**config.mk**
```make
export PLATFORM = sky130hd
export DESIGN_NAME = branch_counter_bank
export DESIGN_NICKNAME = d
export VERILOG_FILES = /design/src/rtl/branch_counter_bank_pkg.sv /design/src/rtl/branch_counter_bank_sat_counter_2bit.sv /design/src/rtl/branch_counter_bank.sv
export SDC_FILE = /design/constraint.sdc
export NUM_CORES = 1
export LEC_CHECK = 0
export CAP_MARGIN = 20
export CORE_MARGIN = 2
export CORE_UTILIZATION = 50
export CTS_BUF_LIST = sky130_fd_sc_hd__clkbuf_4
export CTS_CLUSTER_SIZE = 28
export DETAILED_ROUTE_END_ITERATION = 16
export PLACE_DENSITY = 0.81
export SETUP_SLACK_MARGIN = 0.4
export SYNTH_ARGS = -nofsm -noshare
export SYNTH_HDL_FRONTEND = slang
export SYNTH_SLANG_ARGS = --single-unit
```
**constraint.sdc**
```tcl
create_clock -name CLOCK -period 3.17 [get_ports CLOCK]
set_input_delay 0.4755 -clock CLOCK [delete_from_list [all_inputs] [get_ports CLOCK]]
set_output_delay 0.4755 -clock CLOCK [all_outputs]
set_load 0.02 [all_outputs]
```
**src/rtl/branch_counter_bank_pkg.sv**
```systemverilog
// Shared definitions for the 2-bit branch predictor counter bank.
// - Counter state encoding (strong/weak taken/not-taken).
// - Reset state of every counter.
// - Lookup/update address offset: entry k lives at address k + ADDR_OFFSET,
//   so the update router and this bank decode addresses the same way.
// - Helper function computing the saturating next counter state.
package branch_counter_bank_pkg;

    typedef enum logic [1:0] {
        STRONG_NT = 2'b00,
        WEAK_NT   = 2'b01,
        WEAK_T    = 2'b10,
        STRONG_T  = 2'b11
    } ctr_state_e;

    localparam logic [1:0] CTR_RESET   = WEAK_NT;
    localparam int         ADDR_OFFSET = 1;

    // Saturating step: taken moves toward STRONG_T, not-taken toward STRONG_NT.
    function automatic logic [1:0] ctr_step(input logic [1:0] cur, input logic taken);
        logic [1:0] nxt;
        nxt = cur;
        if (taken) begin
            if (cur != STRONG_T) nxt = cur + 2'd1;
        end else begin
            if (cur != STRONG_NT) nxt = cur - 2'd1;
        end
        return nxt;
    endfunction

endpackage

```
**src/rtl/branch_counter_bank_sat_counter_2bit.sv**
```systemverilog
// One 2-bit saturating branch counter.
// Ports:
//   clk_i      - clock, rising edge
//   rst_ni     - asynchronous active-low reset (state -> CTR_RESET)
//   en_i       - update strobe
//   outcome_i  - resolved direction (1 = taken), used only when en_i = 1
//   state_o    - current counter value
module sat_counter_2bit
    import branch_counter_bank_pkg::*;
(
    input  logic       clk_i,
    input  logic       rst_ni,
    input  logic       en_i,
    input  logic       outcome_i,
    output logic [1:0] state_o
);

    logic [1:0] state_q;
    logic [1:0] state_d;

    always_comb begin
        state_d = state_q;
        if (en_i) state_d = ctr_step(state_q, outcome_i);
    end

    always_ff @(posedge clk_i or negedge rst_ni) begin
        if (!rst_ni) state_q <= CTR_RESET;
        else         state_q <= state_d;
    end

    assign state_o = state_q;

endmodule

```
**src/rtl/branch_counter_bank.sv**
```systemverilog
// Bank of 2-bit saturating branch counters with registered lookup and a
// saturating misprediction statistics counter.
// Ports:
//   CLOCK            - clock, rising edge
//   RESET_N          - asynchronous active-low reset
//   UPD_OUTCOME      - per-entry resolved outcome (bit k -> entry k)
//   UPD_ENABLE       - per-entry update strobe
//   RD_VALID         - lookup request
//   RD_ADDR          - lookup address; entry k at RD_ADDR == k + ADDR_OFFSET
//   PREDICTION       - predicted direction of looked-up entry (registered)
//   PRED_STATE       - raw counter of looked-up entry (registered)
//   PRED_VALID       - one-cycle pulse one cycle after an in-range request
//   MISPREDICT_COUNT - saturating count of updates disagreeing with the
//                      entry's pre-update prediction
module branch_counter_bank
    import branch_counter_bank_pkg::*;
#(
    parameter int N_ENTRIES  = 2,
    parameter int ADDR_WIDTH = 3,
    parameter int STAT_WIDTH = 16
) (
    input  logic                  CLOCK,
    input  logic                  RESET_N,
    input  logic [N_ENTRIES-1:0]  UPD_OUTCOME,
    input  logic [N_ENTRIES-1:0]  UPD_ENABLE,
    input  logic                  RD_VALID,
    input  logic [ADDR_WIDTH-1:0] RD_ADDR,
    output logic                  PREDICTION,
    output logic [1:0]            PRED_STATE,
    output logic                  PRED_VALID,
    output logic [STAT_WIDTH-1:0] MISPREDICT_COUNT
);

    logic [N_ENTRIES-1:0][1:0] ctr_state;

    for (genvar k = 0; k < N_ENTRIES; k++) begin : g_ctr
        sat_counter_2bit u_ctr (
            .clk_i     (CLOCK),
            .rst_ni    (RESET_N),
            .en_i      (UPD_ENABLE[k]),
            .outcome_i (UPD_OUTCOME[k]),
            .state_o   (ctr_state[k])
        );
    end

    // Lookup mux reads the counters before this edge's update lands, which
    // gives read-before-write for a same-cycle read/update of one entry.
    logic       hit;
    logic [1:0] sel_state;

    always_comb begin
        hit       = 1'b0;
        sel_state = 2'b00;
        for (int k = 0; k < N_ENTRIES; k++) begin
            if (RD_ADDR == ADDR_WIDTH'(k + ADDR_OFFSET)) begin
                hit       = 1'b1;
                sel_state = ctr_state[k];
            end
        end
    end

    logic       pred_valid_q, pred_valid_d;
    logic [1:0] pred_state_q, pred_state_d;

    // State is zeroed when the result is not valid so nothing stale leaks out.
    always_comb begin
        pred_valid_d = RD_VALID & hit;
        pred_state_d = pred_valid_d ? sel_state : 2'b00;
    end

    always_ff @(posedge CLOCK or negedge RESET_N) begin
        if (!RESET_N) begin
            pred_valid_q <= 1'b0;
            pred_state_q <= 2'b00;
        end else begin
            pred_valid_q <= pred_valid_d;
            pred_state_q <= pred_state_d;
        end
    end

    // Misprediction statistics: compare outcome with pre-update direction bit.
    logic [STAT_WIDTH-1:0] stat_q, stat_d;
    logic [STAT_WIDTH:0]   mis_n;
    logic [STAT_WIDTH:0]   stat_sum;

    always_comb begin
        mis_n = '0;
        for (int k = 0; k < N_ENTRIES; k++) begin
            if (UPD_ENABLE[k] && (UPD_OUTCOME[k] != ctr_state[k][1]))
                mis_n = mis_n + (STAT_WIDTH+1)'(1);
        end
        // One extra bit catches overflow; clamp to all-ones instead of wrapping.
        stat_sum = {1'b0, stat_q} + mis_n;
        stat_d   = stat_sum[STAT_WIDTH] ? '1 : stat_sum[STAT_WIDTH-1:0];
    end

    always_ff @(posedge CLOCK or negedge RESET_N) begin
        if (!RESET_N) stat_q <= '0;
        else          stat_q <= stat_d;
    end

    assign PRED_VALID       = pred_valid_q;
    assign PRED_STATE       = pred_state_q;
    assign PREDICTION       = pred_state_q[1];
    assign MISPREDICT_COUNT = stat_q;

endmodule

```
==> After elaboration in Yosys (flattened, before gate mapping) <==
Index checks and enable logic that the tools add are counted.
{ "classes": {"addsub": 6, "muxes": 14, "n_bitwise": 1, "n_eq_ne": 8, "reduce_logical": 8} }
{ "op_table": {"columns": ["cell", "count"], "rows": [
  ["two-way mux 2 bit", 9],
  ["adder 16 x 17 -> 17 bit", 1],
  ["adder 17 x 1 -> 17 bit, second input constant", 1],
  ["two-way mux 17 bit", 1],
  ["two-way mux 16 bit", 1],
  ["nonzero test 2 bit", 4],
  ["AND reduction 3 bit", 2],
  ["adder 2 x 1 -> 2 bit, second input constant", 2],
  ["!= test 2 x 1 -> 1 bit, second input constant", 2],
  ["!= test 2 bit, second input constant", 2],
  ["subtractor 2 x 1 -> 2 bit, second input constant", 2],
  ["equality test 3 x 1 -> 1 bit, second input constant", 1],
  ["equality test 3 x 2 -> 1 bit, second input constant", 1],
  ["two-way mux 1 bit", 3],
  ["logical AND 1 bit", 2],
  ["!= test 1 bit", 2],
  ["bitwise AND 1 bit", 1]
]} }
{ "totals": {"input_bits": 10, "out_inout_bits": 20, "word_cells": 42, "reg_bits": 23} }

==> Longest topological paths before layout <==
{ "depth": {"ltp_word": 7, "mapped_depth": 11, "depth_no_buf": 10} }

==> Hierarchy <==
A second synthesis with hierarchy kept.
{ "unflattened": {"hier_cells": 112, "hier_area_um2": 1231.2} }
{ "modules_own_cells": {"columns": ["mod", "cells_per_inst", "area_each_um2", "seq_area_each_um2", "n_inst"], "rows": [
  ["branch_counter_bank", 96, 1038.5, 475.5, 1],
  ["sat_counter_2bit", 8, 96.3, 51.3, 2]
]} }

==> Worst setup path after synthesis <==
OpenSTA, ideal clock, no wires.
{ "synth_timing": {"kind": "input -> register", "start": "input port UPD_OUTCOME[0]", "end": "register stat_q[4], in the netlist MISPREDICT_COUNT[4]", "arrival_ns": 2.669, "setup_time_ns": 0.083, "cell_stages": 11, "n_path_buf": 1, "setup_slack_ns": 0.418, "required_time_ns": 3.087, "cell_sequence": "xor2_1 -> and2_1 -> ha_1 -> ha_1 -> inv_1 -> fa_1 -> and4b_4 -> nand3_2 -> or3_4 -> buf_6 -> o21ai_0"} }
{ "synth_via": {"elab_chain_len": 7} }
{ "synth_lines": {"columns": ["item", "line_no", "text"], "rows": [
  ["from (decl)", "branch_counter_bank.sv:24", "input logic [N_ENTRIES-1:0] UPD_OUTCOME,"],
  ["!= test 1 bit (*)", "branch_counter_bank.sv:89", "if (UPD_ENABLE[k] && (UPD_OUTCOME[k] != ctr_state[k][1]))"],
  ["logical AND 1 bit (*)", "branch_counter_bank.sv:89", null],
  ["two-way mux 1 bit (*)", "branch_counter_bank.sv:89", null],
  ["adder 17 x 1 -> 17 bit", "branch_counter_bank.sv:90", "mis_n = mis_n + (STAT_WIDTH+1)'(1);"],
  ["two-way mux 17 bit (*)", "branch_counter_bank.sv:89", null],
  ["adder 16 x 17 -> 17 bit (*)", "branch_counter_bank.sv:93", "stat_sum = {1'b0, stat_q} + mis_n;"],
  ["two-way mux 16 bit (*)", "branch_counter_bank.sv:94", "stat_d = stat_sum[STAT_WIDTH] ? '1 : stat_sum[STAT_WIDTH-1:0];"],
  ["net stat_d[4]", "branch_counter_bank.sv:82", "logic [STAT_WIDTH-1:0] stat_q, stat_d;"],
  ["to (signal assigned)", "branch_counter_bank.sv:99", "else stat_q <= stat_d;"],
  ["to (decl)", "branch_counter_bank.sv:82", null]
]} }
The timed path passes the listed nets; every way through them passes the cells marked *.
A chain may end at the register's enable or synchronous reset.

==> Worst setup path in the final report <==
{ "layout_timing": {"start": "input port UPD_OUTCOME[0]", "end": "register stat_q[0], in the netlist MISPREDICT_COUNT[0]"} }
The elaborated chain is that of the path after synthesis.

==> impl_metrics.env <==
export IMPL_status="finished, final reports clean"
export IMPL_antenna_left=0
export IMPL_r2r_start="g_ctr[0].u_ctr.state_o[1]"
export IMPL_coreArea_um2=2230
export IMPL_r2r_end="MISPREDICT_COUNT[0]"
export IMPL_critical_path_arrival_ns=2.94
export IMPL_dieArea_um2=2770
export IMPL_worst_ep_required_time_ns=3.43
export IMPL_gr_total_overflow=0
export IMPL_p_total_mw=0.942
export IMPL_antenna_found_initial=0
export IMPL_fin_worst_skew_ns=0.0115
export IMPL_rsz0062_at_grt="no"
export IMPL_gp_congestion=0.804
export IMPL_powerDensity_nw_per_um2=587
export IMPL_synth_top_family_by_area="simple AND/OR/NAND/NOR gates"
export IMPL_worst_skew_pair_late_latency_ns=0.31
export IMPL_worst_slew_pin_slew_ns=0.493
export IMPL_netlist_cell_type_count=34
export IMPL_dp_hpwl_um=1940
export IMPL_clock_sinks=23
export IMPL_r2r_cells=10
export IMPL_synth_compound_area_share_pct=11.3
export IMPL_netlist_area_um2=1180
export IMPL_holdCritPathClass="primary input to async pin"
export IMPL_drtPass1Iterations=4
export IMPL_placed_cell_area_um2=1530
export IMPL_drt_initial_drc_count=18
export IMPL_critical_path_most_common_cell="ha_1"
export IMPL_post_route_period_util_pct=84.5
export IMPL_hold_buffers=0
export IMPL_htree_num_levels=1
export IMPL_final_core_util_pct=71.9
export IMPL_crit_path_cell_trace="dlygate4sd2_1 -> xor2_1 -> and2_1 -> ha_1 -> ha_1 -> inv_1 -> fa_2 -> and4b_4 -> nand3_2 -> or3_4 -> or2b_1"
export IMPL_first_global_vias=991
export IMPL_leakage_nw=0.731
export IMPL_cts_max_path_buffers=2
export IMPL_synthMuxAreaShare_pct=2.86
export IMPL_setup_viol=0
export IMPL_initial_core_util_pct=52.9
export IMPL_maxCapViolations=0
export IMPL_num_rows=17
export IMPL_io_pins=30
export IMPL_post_cts_buffers=0
export IMPL_fmax_ghz=0.373
export IMPL_fin_area_um2=1610
export IMPL_clk_pin_slew_worst_paths_ns=0.13
export IMPL_synth_seq_cells=23
export IMPL_ir_drop_mv=0.519
export IMPL_critPathMaxStageDelay_ns=0.38
export IMPL_routed_wirelength_um=2720
export IMPL_slowest_stage="or3_4"
export IMPL_synth_fa_ha_area_share_pct=5.72
export IMPL_grt_pass1_wl_um=4530
export IMPL_syn_area_per_cell_um2=10.2
export IMPL_endpoint="MISPREDICT_COUNT[0]"
export IMPL_synthXorXnorAreaFrac_pct=5.19
export IMPL_die_y_um=52.6
export IMPL_hold_viol=0
export IMPL_critPathKind="primary input to flip-flop"
export IMPL_reg2reg_slack_ns=0.50
export IMPL_drive_above_1_share_pct=16.1
export IMPL_cts_inserted_buffers=3
export IMPL_setup_ws_ns=0.490
export IMPL_fin_hold_ws_ns=0.409
export IMPL_vias=1010
export IMPL_post_drt_via_cell_ratio=5.52
export IMPL_maxSlewViolCount=0
export IMPL_grtUsageTotal_pct=22.9
export IMPL_die_x_um=52.6
export IMPL_cts_root_buf="clkbuf_4"
export IMPL_place_ws_ns=-0.188
export IMPL_critPathMaxFanout=6
export IMPL_post_drt_wl_per_cell_um=14.9
export IMPL_cts_tree="yes"
export IMPL_drc_errors=0
export IMPL_worstSetupStartpointType="primary input"
export IMPL_cp_end_kind="flip-flop"
export IMPL_yosys_warnings=0
export IMPL_grt_max_degree=24
export IMPL_slew_headroom_pct=66.8
export IMPL_area_growth_pct=36.0
export IMPL_period_minus_slack_ns=2.68
export IMPL_antenna_cells=0
export IMPL_nNetsFinal=170
export IMPL_synth_simple_gate_area_share_pct=22.8
export IMPL_synth_nets=130
export IMPL_fillCellCount=164
export IMPL_seq_area_frac_synth_pct=48.9
export IMPL_io_buffers=29
export IMPL_syn_inst=116
export IMPL_crit_start="UPD_OUTCOME[0]"
==> state kept, by name, summed over array words and instances (netlist names) <==
name                 flops
MISPREDICT_COUNT        16
PRED_STATE               2
PRED_VALID               1
g_ctr.u_ctr.state_o      4
==> layout make-up <==
cell class | count | area (um2) | area share [%]
clock buffers | 4 | 30.0 | 1.87
inverters | 5 | 18.8 | 1.17
multi-input cells | 87 | 579 | 36.1
flip-flops and latches | 23 | 581 | 36.1
well taps | 28 | 35.0 | 2.18
repair buffers | 36 | 363 | 22.6
==> worst min-delay path by stage <==
stage | end | slack [ns] | cells past startpoint
after floorplan | MISPREDICT_COUNT[0] | 0.18 | 0
after global placement | g_ctr[0].u_ctr.state_o[0] | 0.49 | 2
after detailed placement | g_ctr[0].u_ctr.state_o[0] | 0.53 | 2
after CTS | g_ctr[1].u_ctr.state_o[0] | 0.55 | 2
after global routing | MISPREDICT_COUNT[9] | 0.41 | 1
final | MISPREDICT_COUNT[8] | 0.41 | 1
==> routing by layer <==
metal	share of wire, %	GRT usage [%]	up-vias
li1	-	-	490
met1	45	29.4	480
met3	4.0	3.43	8
met4	2.8	12.8	0
met5	0	0	-
met2	49	36.5	32
==> power breakdown <==
part | switching [mW] | internal [mW]
registers | 0.0827 | 0.355
clock network | 0.0868 | 0.0577
logic | 0.182 | 0.177
total | 0.352 | 0.591
==> logic make-up after synthesis <==
family | Yosys count
compound gates | 23
buf+inv | 7
simple gates | 48
fa+ha+maj | 5
flops | 23
xor+xnor | 7
mux | 3
==> stage by stage <==
step	setup TNS, ns	std cells
2_1_floorplan	0	116
3_3_place_gp	-0.115	177
3_5_place_dp	-1.32	177
4_1_cts	0	182
5_1_grt	0	183
6_report	0	183
==> layout by cell type (no fill, tap or decap), types with 3 or more instances in the layout <==
cell type and count:
clkdlybuf4s50_1 26, dfrtp_1 19, nand2_1 14, o21ai_0 8, a21oi_1 7, buf_4 6
inv_1 5, and3_1 5, nor2_1 5, xor2_1 4, nand3_1 4, clkbuf_4 4
nand2b_1 3, mux2_2 3, nand4_1 3, a31oi_1 3, xnor2_1 3, nor2b_1 3
ha_1 3
==> what timing repair did <==
| item | 4_1_cts | 5_1_grt |
|---|---|---|
| hold endpoints to repair | 0 | 0 |
| setup endpoints to repair | 14 | 1 |
| resized for setup | 4 | 3 |
| cloned | 1 | 0 |
| pin swaps | 1 | 0 |
==> cells in the mapped netlist <==
cell / n / area, um2
o21a_1: 1 / 7.51
nand4_1: 3 / 18.8
nand2_1: 14 / 52.6
nor2_1: 5 / 18.8
xor2_1: 4 / 35.0
and4b_4: 1 / 13.8
ha_1: 3 / 37.5
dfrtp_1: 21 / 526
or3_4: 1 / 11.3
nand2b_1: 3 / 18.8
buf_4: 1 / 7.51
nor3_2: 1 / 10.0
fa_1: 1 / 20.0
maj3_1: 1 / 10.0
mux2_2: 3 / 33.8
inv_1: 5 / 18.8
a21o_1: 1 / 7.51
xnor2_1: 3 / 26.3
buf_6: 1 / 11.3
nand3b_1: 1 / 7.51
nor4_1: 2 / 12.5
o21ai_0: 8 / 40.0
or2b_1: 1 / 7.51
nand3_2: 1 / 10.0
a31oi_1: 3 / 18.8
nand3_1: 4 / 20.0
nor2b_1: 3 / 18.8
nor3_1: 1 / 5.00
o21ba_2: 1 / 10.0
a22oi_1: 2 / 15.0
dfstp_2: 2 / 52.6
and2_1: 2 / 12.5
a21oi_1: 7 / 35.0
and3_1: 5 / 31.3
==> worst max-delay path: cells and delay by family <==
family                     cells  cell delay (ns)
xor gates and xnor gates       1             0.17
buffers and inverters          2             0.35
adders and majority gates      3             0.79
and+or+nand+nor                5             1.15
Note: power is estimated with default switching activity, not from simulation.
